File: src/rtl/fifo_wr_arbiter.sv
// fifo_wr_arbiter: round-robin packet-atomic arbiter for a shared fifo write port
module fifo_wr_arbiter #(
  parameter int NUM_REQ    = 4,
  parameter int DATA_WIDTH = 8,
  parameter int ID_WIDTH   = 2,
  parameter int TIMEOUT    = 15
) (
  input  logic                          i_clk,
  input  logic                          i_rst,
  input  logic [NUM_REQ-1:0]            i_req_valid,
  input  logic [NUM_REQ-1:0]            i_req_last,
  input  logic [NUM_REQ*DATA_WIDTH-1:0] i_req_data,
  output logic [NUM_REQ-1:0]            o_req_ready,
  output logic                          o_fifo_wr_en,
  output logic [DATA_WIDTH-1:0]         o_fifo_wr_data,
  input  logic                          i_fifo_full,
  output logic [ID_WIDTH-1:0]           o_grant_id,
  output logic                          o_busy,
  output logic                          o_timeout
);
  typedef enum logic {IDLE, GRANT} state_t;
  localparam logic [ID_WIDTH:0]   N       = (ID_WIDTH+1)'(NUM_REQ);
  localparam logic [ID_WIDTH-1:0] LAST_ID = ID_WIDTH'(NUM_REQ-1);
  localparam logic [7:0]          TO_LAST = 8'(TIMEOUT-1);
  state_t state;
  logic [ID_WIDTH-1:0] ptr, pick, nxt;
  logic [ID_WIDTH:0] off, sum;
  logic [2*NUM_REQ-1:0] dbl;
  logic [7:0] cnt;
  logic act, xfer;
  logic [DATA_WIDTH-1:0] beats [NUM_REQ];
  for (genvar k = 0; k < NUM_REQ; k++) begin : g_beat
    assign beats[k] = i_req_data[k*DATA_WIDTH +: DATA_WIDTH];
  end
  // rotate valids so bit 0 is the pointer position; lowest set bit wins
  assign dbl = {i_req_valid, i_req_valid} >> ptr;
  always_comb begin
    off = '0;
    for (int i = NUM_REQ-1; i >= 0; i--) if (dbl[i]) off = (ID_WIDTH+1)'(i);
  end
  assign sum  = {1'b0, ptr} + off;
  assign pick = ID_WIDTH'(sum >= N ? sum - N : sum);
  assign nxt  = o_grant_id == LAST_ID ? '0 : o_grant_id + 1'b1;
  // reset cycle must neither accept nor write a beat
  assign act            = state == GRANT && !i_fifo_full && !i_rst;
  assign xfer           = act && i_req_valid[o_grant_id];
  assign o_req_ready    = act ? NUM_REQ'(1) << o_grant_id : '0;
  assign o_fifo_wr_en   = xfer;
  assign o_fifo_wr_data = xfer ? beats[o_grant_id] : '0;
  always_ff @(posedge i_clk) begin
    if (i_rst) begin
      state      <= IDLE;
      ptr        <= '0;
      cnt        <= '0;
      o_busy     <= 1'b0;
      o_grant_id <= '0;
      o_timeout  <= 1'b0;
    end else begin
      o_timeout <= 1'b0;
      if (state == IDLE) begin
        if (|i_req_valid) begin
          state      <= GRANT;
          o_busy     <= 1'b1;
          o_grant_id <= pick;
        end
      end else if (xfer) begin
        cnt <= '0;
        if (i_req_last[o_grant_id]) begin
          state  <= IDLE;
          o_busy <= 1'b0;
          ptr    <= nxt;
        end
      end else if (cnt == TO_LAST) begin
        state     <= IDLE;
        o_busy    <= 1'b0;
        ptr       <= nxt;
        cnt       <= '0;
        o_timeout <= 1'b1;
      end else begin
        cnt <= cnt + 1'b1;
      end
    end
  end
endmodule
File: config.mk
export PLATFORM = sky130hd
export DESIGN_NAME = fifo_wr_arbiter
export DESIGN_NICKNAME = d
export VERILOG_FILES = /design/src/rtl/fifo_wr_arbiter.sv
export SDC_FILE = /design/constraint.sdc
export NUM_CORES = 1
export LEC_CHECK = 0
export BUFFER_PORTS_ARGS = -buffer_cell sky130_fd_sc_hd__clkbuf_2
export CORE_MARGIN = 1.5
export CORE_UTILIZATION = 39
export CTS_CLUSTER_DIAMETER = 150
export DETAILED_ROUTE_END_ITERATION = 6
export PLACE_DENSITY = 0.65
export SYNTH_ARGS = -nofsm -noshare
export SYNTH_HDL_FRONTEND = slang
export SYNTH_SLANG_ARGS = --single-unit
File: constraint.sdc
create_clock -name i_clk -period 4.9 [get_ports i_clk]
set_input_delay 0.735 -clock i_clk [delete_from_list [all_inputs] [get_ports i_clk]]
set_output_delay 0.735 -clock i_clk [all_outputs]
set_load 0.02 [all_outputs]
==> metrics.md, run 1 <==
| Metric | Value |
|---|---|
| Status | `finished clean` |
| Hold Slack | `0.533 ns` |
| Nets@finish | `251` |
| WP data required | `4.16 ns` |
| Slew @ Worst Pin | `1.00 ns` |
| Post-cts sizing count | `0` |
| Vias/cell | `5.48` |
| # DRC | `0` |
| Worst Min Path Start | `cnt[1]` |
| # hold bufs at CTS | `0` |
| Worst Setup End Kind | `output port` |
| Post-DP HPWL | `2570 um` |
| Row cnt | `20` |
| Crit path depth | `4` |
| Dpl ws | `1.73 ns` |
| Synth cell types | `41` |
| Die X | `61.0 um` |
| Final Max Tran Viols | `0` |
| Final worst path period share | `63.4%` |
| Worst Setup SP | `i_rst` |
| CP Max Fanout | `16` |
| Clock buffer depth | `2` |
| TNS Setup | `0 ns` |
| Worst Skew | `0.00853 ns` |
| Placer Congestion | `0.866` |
| WP buf/inv | `2` |
| Total power | `295 uW` |
| First-pass GRT wire length | `5190 um` |
| Hold Path Class | `flop to flop` |
| Core box area | `3130 um^2` |
| Diode count | `0` |
| Predominant post-synthesis flop cell | `dfxtp_1` |
| Worst Setup Path Type | `input pin to output port` |
| Maximum clock frequency | `322 MHz` |
| Slowest cell on crit path | `nor3b_1` |
| #FFs+latches synth | `15` |
| Crit path DAT | `2.37 ns` |
| Die area | `3720 um^2` |
| Routed WL per cell | `13.3 um` |
| Unrepaired setup endpoints after global routing | `no` |
| Final core occ | `51.5%` |
| Vias in the first global route | `1211` |
| Synth top area share | `22.9%` |
| I/O Pins | `60` |
| Fin worst setup slack | `1.79 ns` |
| Worst-skew pair later-pin latency | `0.30 ns` |
| Initial antenna violation count | `0` |
| Post-synthesis sequential area ratio | `22.9%` |
| Synthesized area | `1310 um^2` |
| EDFF count, synth | `0` |
| WL final | `3240 um` |
| Synth top area cells | `dfxtp_1 (23%), mux4_2 (17%), ha_1 (6.7%)` |
| Port bufs | `59` |
| Total grt overflow | `0` |
| P_leak | `0.702 nW` |
| CP peak stage delay | `0.86 ns` |
| ANT nets after route | `0` |
| Synthesized instance count | `149` |
| Most frequent cell on the critical path | `clkbuf_2` |
| Initial core utilization | `41.9%` |
| Worst-case reg-to-reg path depth | `5` |
| CTS Buf Count | `3` |
| Largest net degree at the start of global routing | `17` |
| CTS tree | `built` |
| Post-Syn Area per Cell | `8.80 um^2` |
| Max-cap violations | `0` |
| Post-Syn Nets | `199` |
| DRT Pass-1 Iters | `4` |
| Layout overhead on the synthesized area | `22.9%` |
| Crit-path cells | `clkbuf_2, nor3b_1, and2_4, clkbuf_2` |
| FF-to-FF Start | `state` |
| GRT Util Overall | `18.7%` |
| Slew HR | `33.1%` |
| Sink Count | `15` |
| PwrDens | `183 nW/um^2` |
| WHS Path Cells | `2` |
| Async SR Flop Fraction | `0%` |
| Post-CTS Setup Inserts | `0` |
| Vias after detailed routing | `1336` |
| Initial drt markers | `47` |
| Peak supply drop | `0.176 mV` |
| H-tree depth | `1` |
| Yosys top cell by area | `dfxtp_1` |
| Commonest cells post-synth | `dfxtp_1 (15), nor2_1 (15), nand2_1 (11)` |
| Ys Warns | `0` |
| Clock-pin slew of the registers on the worst-case setup and hold paths | `0.10 ns` |
| Layout cells sized above 1 | `42.0%` |
| Crit path max-delay family | `simple AND/OR/NAND/NOR gates` |
| Die H | `61.0 um` |
| CTS Root Cell | `clkbuf_4` |
| Final-report setup violation count | `0` |
| CP Launch Type | `input pin` |
| Min Tclk post-route | `3.11 ns` |
| Hold Fails Final Rpt | `0` |
==> per-layer routing <==
| layer | track usage, % | wire, um | part of all wire [%] |
|---|---|---|---|
| met4 | 6.83 | 44 | 1.4 |
| met2 | 34.1 | 1560 | 48 |
| met3 | 5.54 | 318 | 9.8 |
| met5 | 0 | 0 | 0 |
| met1 | 20.4 | 1320 | 41 |
==> power breakdown <==
group          switching (mW)  internal [mW]
combinational          0.0360         0.0428
clock                  0.0450         0.0311
sequential             0.0136          0.126
total                  0.0946          0.200
==> path summary, 6_finish.rpt <==
path | endpoint | slack, ns
setup / recovery | o_fifo_wr_en | 1.79
hold / removal | cnt[1] | 0.53
setup reg to reg | ptr[0] | 2.31
hold reg to reg | cnt[1] | 0.53
==> state kept, by name, summed over array words and instances (netlist names) <==
signal      flops
cnt             8
o_busy          1
o_grant_id      2
o_timeout       1
ptr             2
state           1
==> stage by stage <==
step           area [um^2]  instances
6_report              1610        244
5_1_grt               1610        244
4_1_cts               1610        244
3_5_place_dp          1580        240
3_3_place_gp          1580        240
2_1_floorplan         1310        149
==> kinds of logic after synthesis <==
group	after synthesis	share of synthesized area (%)
AND/OR/NAND/NOR	67	29.2
AO/OA/AOI/OAI	27	12.8
buffers and inverters	18	7.82
flip-flops	15	22.9
multiplexers	11	17.9
adder cells (fa/ha/maj)	7	6.68
XOR/XNOR	4	2.67
==> placed cells by master (no fill, tap or decap) <==
cell type / Yosys / layout
o21bai_1: 2 / 2
dfxtp_1: 15 / 15
nor3_4: 1 / 1
nor4b_1: 1 / 1
nor3_1: 5 / 5
o311ai_0: 1 / 1
nand3_1: 4 / 4
and3_1: 2 / 2
o31ai_1: 1 / 1
a21oi_1: 9 / 9
clkinvlp_4: 0 / 1
o21ai_0: 6 / 6
nand2_1: 11 / 11
o22ai_1: 1 / 1
nor4_1: 4 / 4
and2_4: 1 / 1
or4b_2: 1 / 1
nand2b_1: 2 / 2
mux2i_1: 1 / 1
and3_2: 8 / 8
or4_1: 2 / 2
clkbuf_4: 0 / 3
a2111oi_0: 1 / 1
or2b_1: 1 / 1
a22oi_1: 1 / 1
and4_1: 1 / 1
o41ai_1: 1 / 1
clkbuf_2: 0 / 59
mux4_2: 10 / 10
xnor2_1: 4 / 4
ha_1: 7 / 7
inv_1: 6 / 6
and2_1: 4 / 4
or4b_1: 1 / 1
o211ai_1: 3 / 3
nor2b_1: 2 / 2
nor3b_1: 1 / 1
nor2_1: 15 / 15
a21o_1: 1 / 1
==> cell type report <==
type	count	area, um^2
Multi-Input combinational cell	116	908
Clock buffer	3	22.5
Inverter	6	22.5
Sequential cell	15	300
Clock inverter	1	7.51
Timing Repair Buffer	59	295
Fill cell	309	1520
Tap cell	44	55.1
==> worst reg2reg max path, cell delays in order, from the launching register on <==
cell and delay [ns]:
dfxtp_1 0.58, nor3b_1 0.86, and2_4 0.37, mux2i_1 0.38, nand2b_1 0.18, o41ai_1 0.07
No activity file was read; power rests on OpenSTA's default activity.
==> run 2: changes to the inputs <==
PLACE_DENSITY = 0.67   (was 0.65)
clock period = 2.8 ns   (was 4.9 ns; I/O delays follow)
==> metrics.md, run 2 (synthesized netlist as in run 1, its figures left out) <==
| Metric | Value |
|---|---|
| Slowest cell on crit path | `mux4_2` |
| WP data required | `2.38 ns` |
| WHS Path Cells | `2` |
| GRT Util Overall | `18.7%` |
| I/O Pins | `60` |
| Routed WL per cell | `13.0 um` |
| Clock buffer depth | `2` |
| Port bufs | `59` |
| Diode count | `0` |
| CTS Buf Count | `3` |
| PwrDens | `315 nW/um^2` |
| Max-cap violations | `0` |
| WHS Endpoint | `cnt[3]` |
| Total grt overflow | `0` |
| P_leak | `0.726 nW` |
| Core box area | `3130 um^2` |
| Filler cells | `292` |
| Crit-path cells | `buf_4, mux4_2, and3_2, clkbuf_2` |
| Layout overhead on the synthesized area | `25.0%` |
| Worst-case reg-to-reg path depth | `7` |
| Reg2reg setup slack | `0.52 ns` |
| CTS tree | `built` |
| H-tree depth | `1` |
| CTS Root Cell | `clkbuf_4` |
| Crit path DAT | `1.90 ns` |
| Vias after detailed routing | `1334` |
| Initial antenna violation count | `0` |
| Final Max Tran Viols | `0` |
| Multi-input logic area | `908 um^2` |
| # hold bufs at CTS | `0` |
| Row cnt | `20` |
| TNS Setup | `0 ns` |
| Most common cell after layout, fill and taps aside | `clkbuf_2` |
| Worst Min Path Start | `cnt[3]` |
| Vias/cell | `5.38` |
| DRT Pass-1 Iters | `4` |
| Die X | `61.0 um` |
| Largest Register | `cnt` |
| Slew @ Worst Pin | `0.605 ns` |
| Maximum clock frequency | `430 MHz` |
| Nets@finish | `255` |
| ANT nets after route | `0` |
| Worst-skew pair later-pin latency | `0.29 ns` |
| Sink Count | `15` |
| Min Tclk post-route | `2.32 ns` |
| Worst Setup End Kind | `output port` |
| FF-to-FF Start | `cnt[0]` |
| WL final | `3220 um` |
| Layout cells sized above 1 | `43.1%` |
| Final worst path period share | `83.0%` |
| Hold Slack | `0.518 ns` |
| Post-CTS Setup Inserts | `0` |
| Storage element area | `300 um^2` |
| Crit path max-delay family | `multiplexers` |
| Placer Congestion | `0.794` |
| CP Max Fanout | `12` |
| # DRC | `0` |
| CP peak stage delay | `0.52 ns` |
| Status | `finished clean` |
| Hold Fails Final Rpt | `0` |
| Hold Path Class | `flop to flop` |
| Post-DP HPWL | `2530 um` |
| First-pass GRT wire length | `5210 um` |
| Largest registers | `cnt (8), o_grant_id (2), ptr (2)` |
| Vias in the first global route | `1205` |
| Slew HR | `59.3%` |
| Worst Setup Path Type | `flop to output port` |
| R2R Path End | `ptr[0]` |
| Unrepaired setup endpoints after global routing | `no` |
| Worst Skew | `0.00689 ns` |
| Die area | `3720 um^2` |
| Die H | `61.0 um` |
| Initial drt markers | `42` |
| CP Launch Type | `flop` |
| Largest net degree at the start of global routing | `17` |
| Largest register FFs | `8` |
| Commonest cells after routing, fill and taps aside | `clkbuf_2 (59), nor2_1 (15), dfxtp_1 (15)` |
| WP buf/inv | `2` |
| Initial core utilization | `41.9%` |
| Clock-pin slew of the registers on the worst-case setup and hold paths | `0.10 ns` |
| Peak supply drop | `0.214 mV` |
| Post-cts sizing count | `0` |
| Final-report setup violation count | `0` |
==> run 2: cell count changes in the layout (fill, tap and decap cells not counted), sizes merged <==
cell,before,now
buf,0,4
clkinvlp,1,0
clkinv,0,1
==> run 2: cell type report <==
cell class | instances | share of cell area (%)
Sequential cell | 15 | 18.3
Tap cell | 44 | 3.36
Clock inverter | 1 | 0.305
Inverter | 6 | 1.37
Clock buffer | 3 | 1.37
Multi-Input combinational cell | 116 | 55.4
Timing Repair Buffer | 63 | 19.8
==> run 2: how the worst max path moves through the flow <==
stage,start,end,slack [ns],cells past startpoint
after global routing,o_grant_id[0],o_fifo_wr_data[2],0.35,4
after floorplan,o_grant_id[0],cnt[1],0.65,5
final,o_grant_id[0],o_fifo_wr_data[2],0.48,4
after global placement,cnt[1],ptr[0],0.60,6
after CTS,o_grant_id[0],o_fifo_wr_data[2],0.46,4
after detailed placement,cnt[0],ptr[0],0.57,7
==> run 2: per-stage QoR <==
stage	cells	utilization (%)	cell area [um^2]	worst slack [ns]	total power, mW
floorplan	149	-	1310	0.651	0.340
global placement	244	51.5	1610	0.596	0.389
detailed placement	244	51.5	1610	0.570	0.393
CTS	248	52.4	1640	0.457	0.519
global route	248	52.4	1640	0.345	0.550
finish	248	52.4	1640	0.476	0.516
==> run 2: where the power goes <==
part           internal, mW  total, mW  switching [mW]  leakage, nW
Combinational        0.0795      0.157          0.0778        0.586
Clock                0.0532      0.129          0.0755       0.0177
Sequential            0.221      0.230         0.00859        0.122
==> run 2: worst min-delay path, cell delays in order, from the launching register on <==
cell and delay [ns]:
dfxtp_1 0.35, nand2_1 0.07, a21oi_1 0.05
==> run 2: metal layers <==
layer  vias up  share of wire, %  global-route usage (%)
li1        658                 -                       -
met1       600                46                    22.5
met2        71                44                    32.7
met3         5               9.0                    4.26
met4         0               1.3                    6.52
met5         -                 0                       0
==> run 3: changes to the inputs <==
PLACE_DENSITY = 0.65   (was 0.67)
clock period = 2.2 ns   (was 2.8 ns; I/O delays follow)
==> metrics.md, run 3 (synthesized netlist as in run 1, its figures left out) <==
| Metric | Value |
|---|---|
| Status | `finished clean` |
| CTS Buf Count | `3` |
| Post-DP HPWL | `2740 um` |
| GRT Util Overall | `19.4%` |
| CTS tree | `built` |
| P_leak | `0.748 nW` |
| Largest register FFs | `8` |
| Placer Congestion | `0.763` |
| Vias after detailed routing | `1346` |
| H-tree depth | `1` |
| Row cnt | `20` |
| Final Max Tran Viols | `0` |
| Largest registers | `cnt (8), o_grant_id (2), ptr (2)` |
| Clock-pin slew of the registers on the worst-case setup and hold paths | `0.09 ns` |
| Routed WL per cell | `13.9 um` |
| Die area | `3720 um^2` |
| Final Cell Area | `1680 um^2` |
| Vias/cell | `5.36` |
| Worst Setup Path Type | `flop to output port` |
| Initial drt markers | `69` |
| Final core occ | `53.6%` |
| Nets@finish | `258` |
| FF-to-FF Start | `cnt[0]` |
| Commonest cells after routing, fill and taps aside | `clkbuf_2 (59), nor2_1 (15), dfxtp_1 (15)` |
| WHS Path Cells | `3` |
| Final worst path period share | `95.7%` |
| Worst Setup End Kind | `output port` |
| Diode count | `0` |
| Die H | `61.0 um` |
| Sink Count | `15` |
| First-pass GRT wire length | `5460 um` |
| Layout cells sized above 1 | `44.0%` |
| Min Tclk post-route | `2.11 ns` |
| Clock buffer depth | `2` |
| TNS Setup | `0 ns` |
| Port bufs | `59` |
| Dpl ws | `0.133 ns` |
| WL final | `3490 um` |
| Unrepaired setup endpoints after global routing | `no` |
| Final-report setup violation count | `0` |
| Initial core utilization | `41.9%` |
| Largest Register | `cnt` |
| CTS Root Cell | `clkbuf_4` |
| Total grt overflow | `0` |
| DRT Pass-1 Iters | `4` |
| Filler cells | `287` |
| Crit path DAT | `1.78 ns` |
| Slew HR | `75.1%` |
| Most common cell after layout, fill and taps aside | `clkbuf_2` |
| PwrDens | `393 nW/um^2` |
| WP data required | `1.87 ns` |
| # DRC | `0` |
| Die X | `61.0 um` |
| ANT nets after route | `0` |
| Hold Slack | `0.441 ns` |
| Post-CTS Setup Inserts | `0` |
| Largest net degree at the start of global routing | `16` |
| Worst Min Path Start | `i_rst` |
| Hold Path Class | `input pin to flop` |
| Worst Setup SP | `o_grant_id[0]` |
| Final cell count without fillers | `251` |
| Placed Cells | `247` |
| I/O Pins | `60` |
| Dpl cell area | `1630 um^2` |
| Initial antenna violation count | `0` |
| Worst Skew | `0.00149 ns` |
| Maximum clock frequency | `475 MHz` |
| CP Max Fanout | `15` |
| Core box area | `3130 um^2` |
| Worst-case reg-to-reg path depth | `8` |
| Total power | `659 uW` |
| CP Launch Type | `flop` |
| Peak supply drop | `0.277 mV` |
| Vias in the first global route | `1310` |
| Max-cap violations | `0` |
| Slew @ Worst Pin | `0.364 ns` |
| Worst-skew pair later-pin latency | `0.28 ns` |
| Layout overhead on the synthesized area | `27.8%` |
| Hold Fails Final Rpt | `0` |
| Fin worst setup slack | `0.0942 ns` |
## run 3: cell types whose count changed in the layout (fill, tap and decap cells not counted), sizes merged
cell,previous run,this run
clkbuf,62,63
clkinv,1,0
buf,4,7
## run 3: worst paths after layout
| kind | slack (ns) | to |
|---|---|---|
| worst max-delay path | 0.09 | o_fifo_wr_data[0] |
| worst min-delay path | 0.44 | cnt[1] |
| worst max register to register | 0.19 | cnt[6] |
| worst min register to register | 0.52 | cnt[1] |
## run 3: where the power goes
group / switching, mW / internal (mW) / leakage [nW]
combinational: 0.106 / 0.105 / 0.611
clock: 0.0864 / 0.0703 / 0.0150
sequential: 0.00956 / 0.281 / 0.122
total: 0.202 / 0.457 / 0.748
## run 3: layout make-up
type / count / area [um^2] / share of cell area, %
clock buffers: 4 / 26.3 / 1.57
repair buffers: 66 / 355 / 21.2
well taps: 44 / 55.1 / 3.29
multi-input cells: 116 / 916 / 54.7
inverters: 6 / 22.5 / 1.34
flip-flops and latches: 15 / 300 / 17.9
## run 3: timing repair
action,CTS,global route
hold buffers,0,0
endpoints found under the setup margin,1,3
resized for setup,1,2
## run 3: worst max-delay path, cell delays in order (launching register included)
cell	delay, ns
dfxtp_1	0.40
buf_8	0.20
mux4_2	0.51
and3_2	0.23
clkbuf_2	0.15
## run 3: metal layers
metal  wire, um  GRT usage (%)  up-vias  share of wire [%]
met3        345           2.35        2                9.9
li1           -              -      665                  -
met4          4           4.97        0               0.11
met5          0              0        -                  0
met1       1510           23.2      607                 43
met2       1630           36.3       72                 47
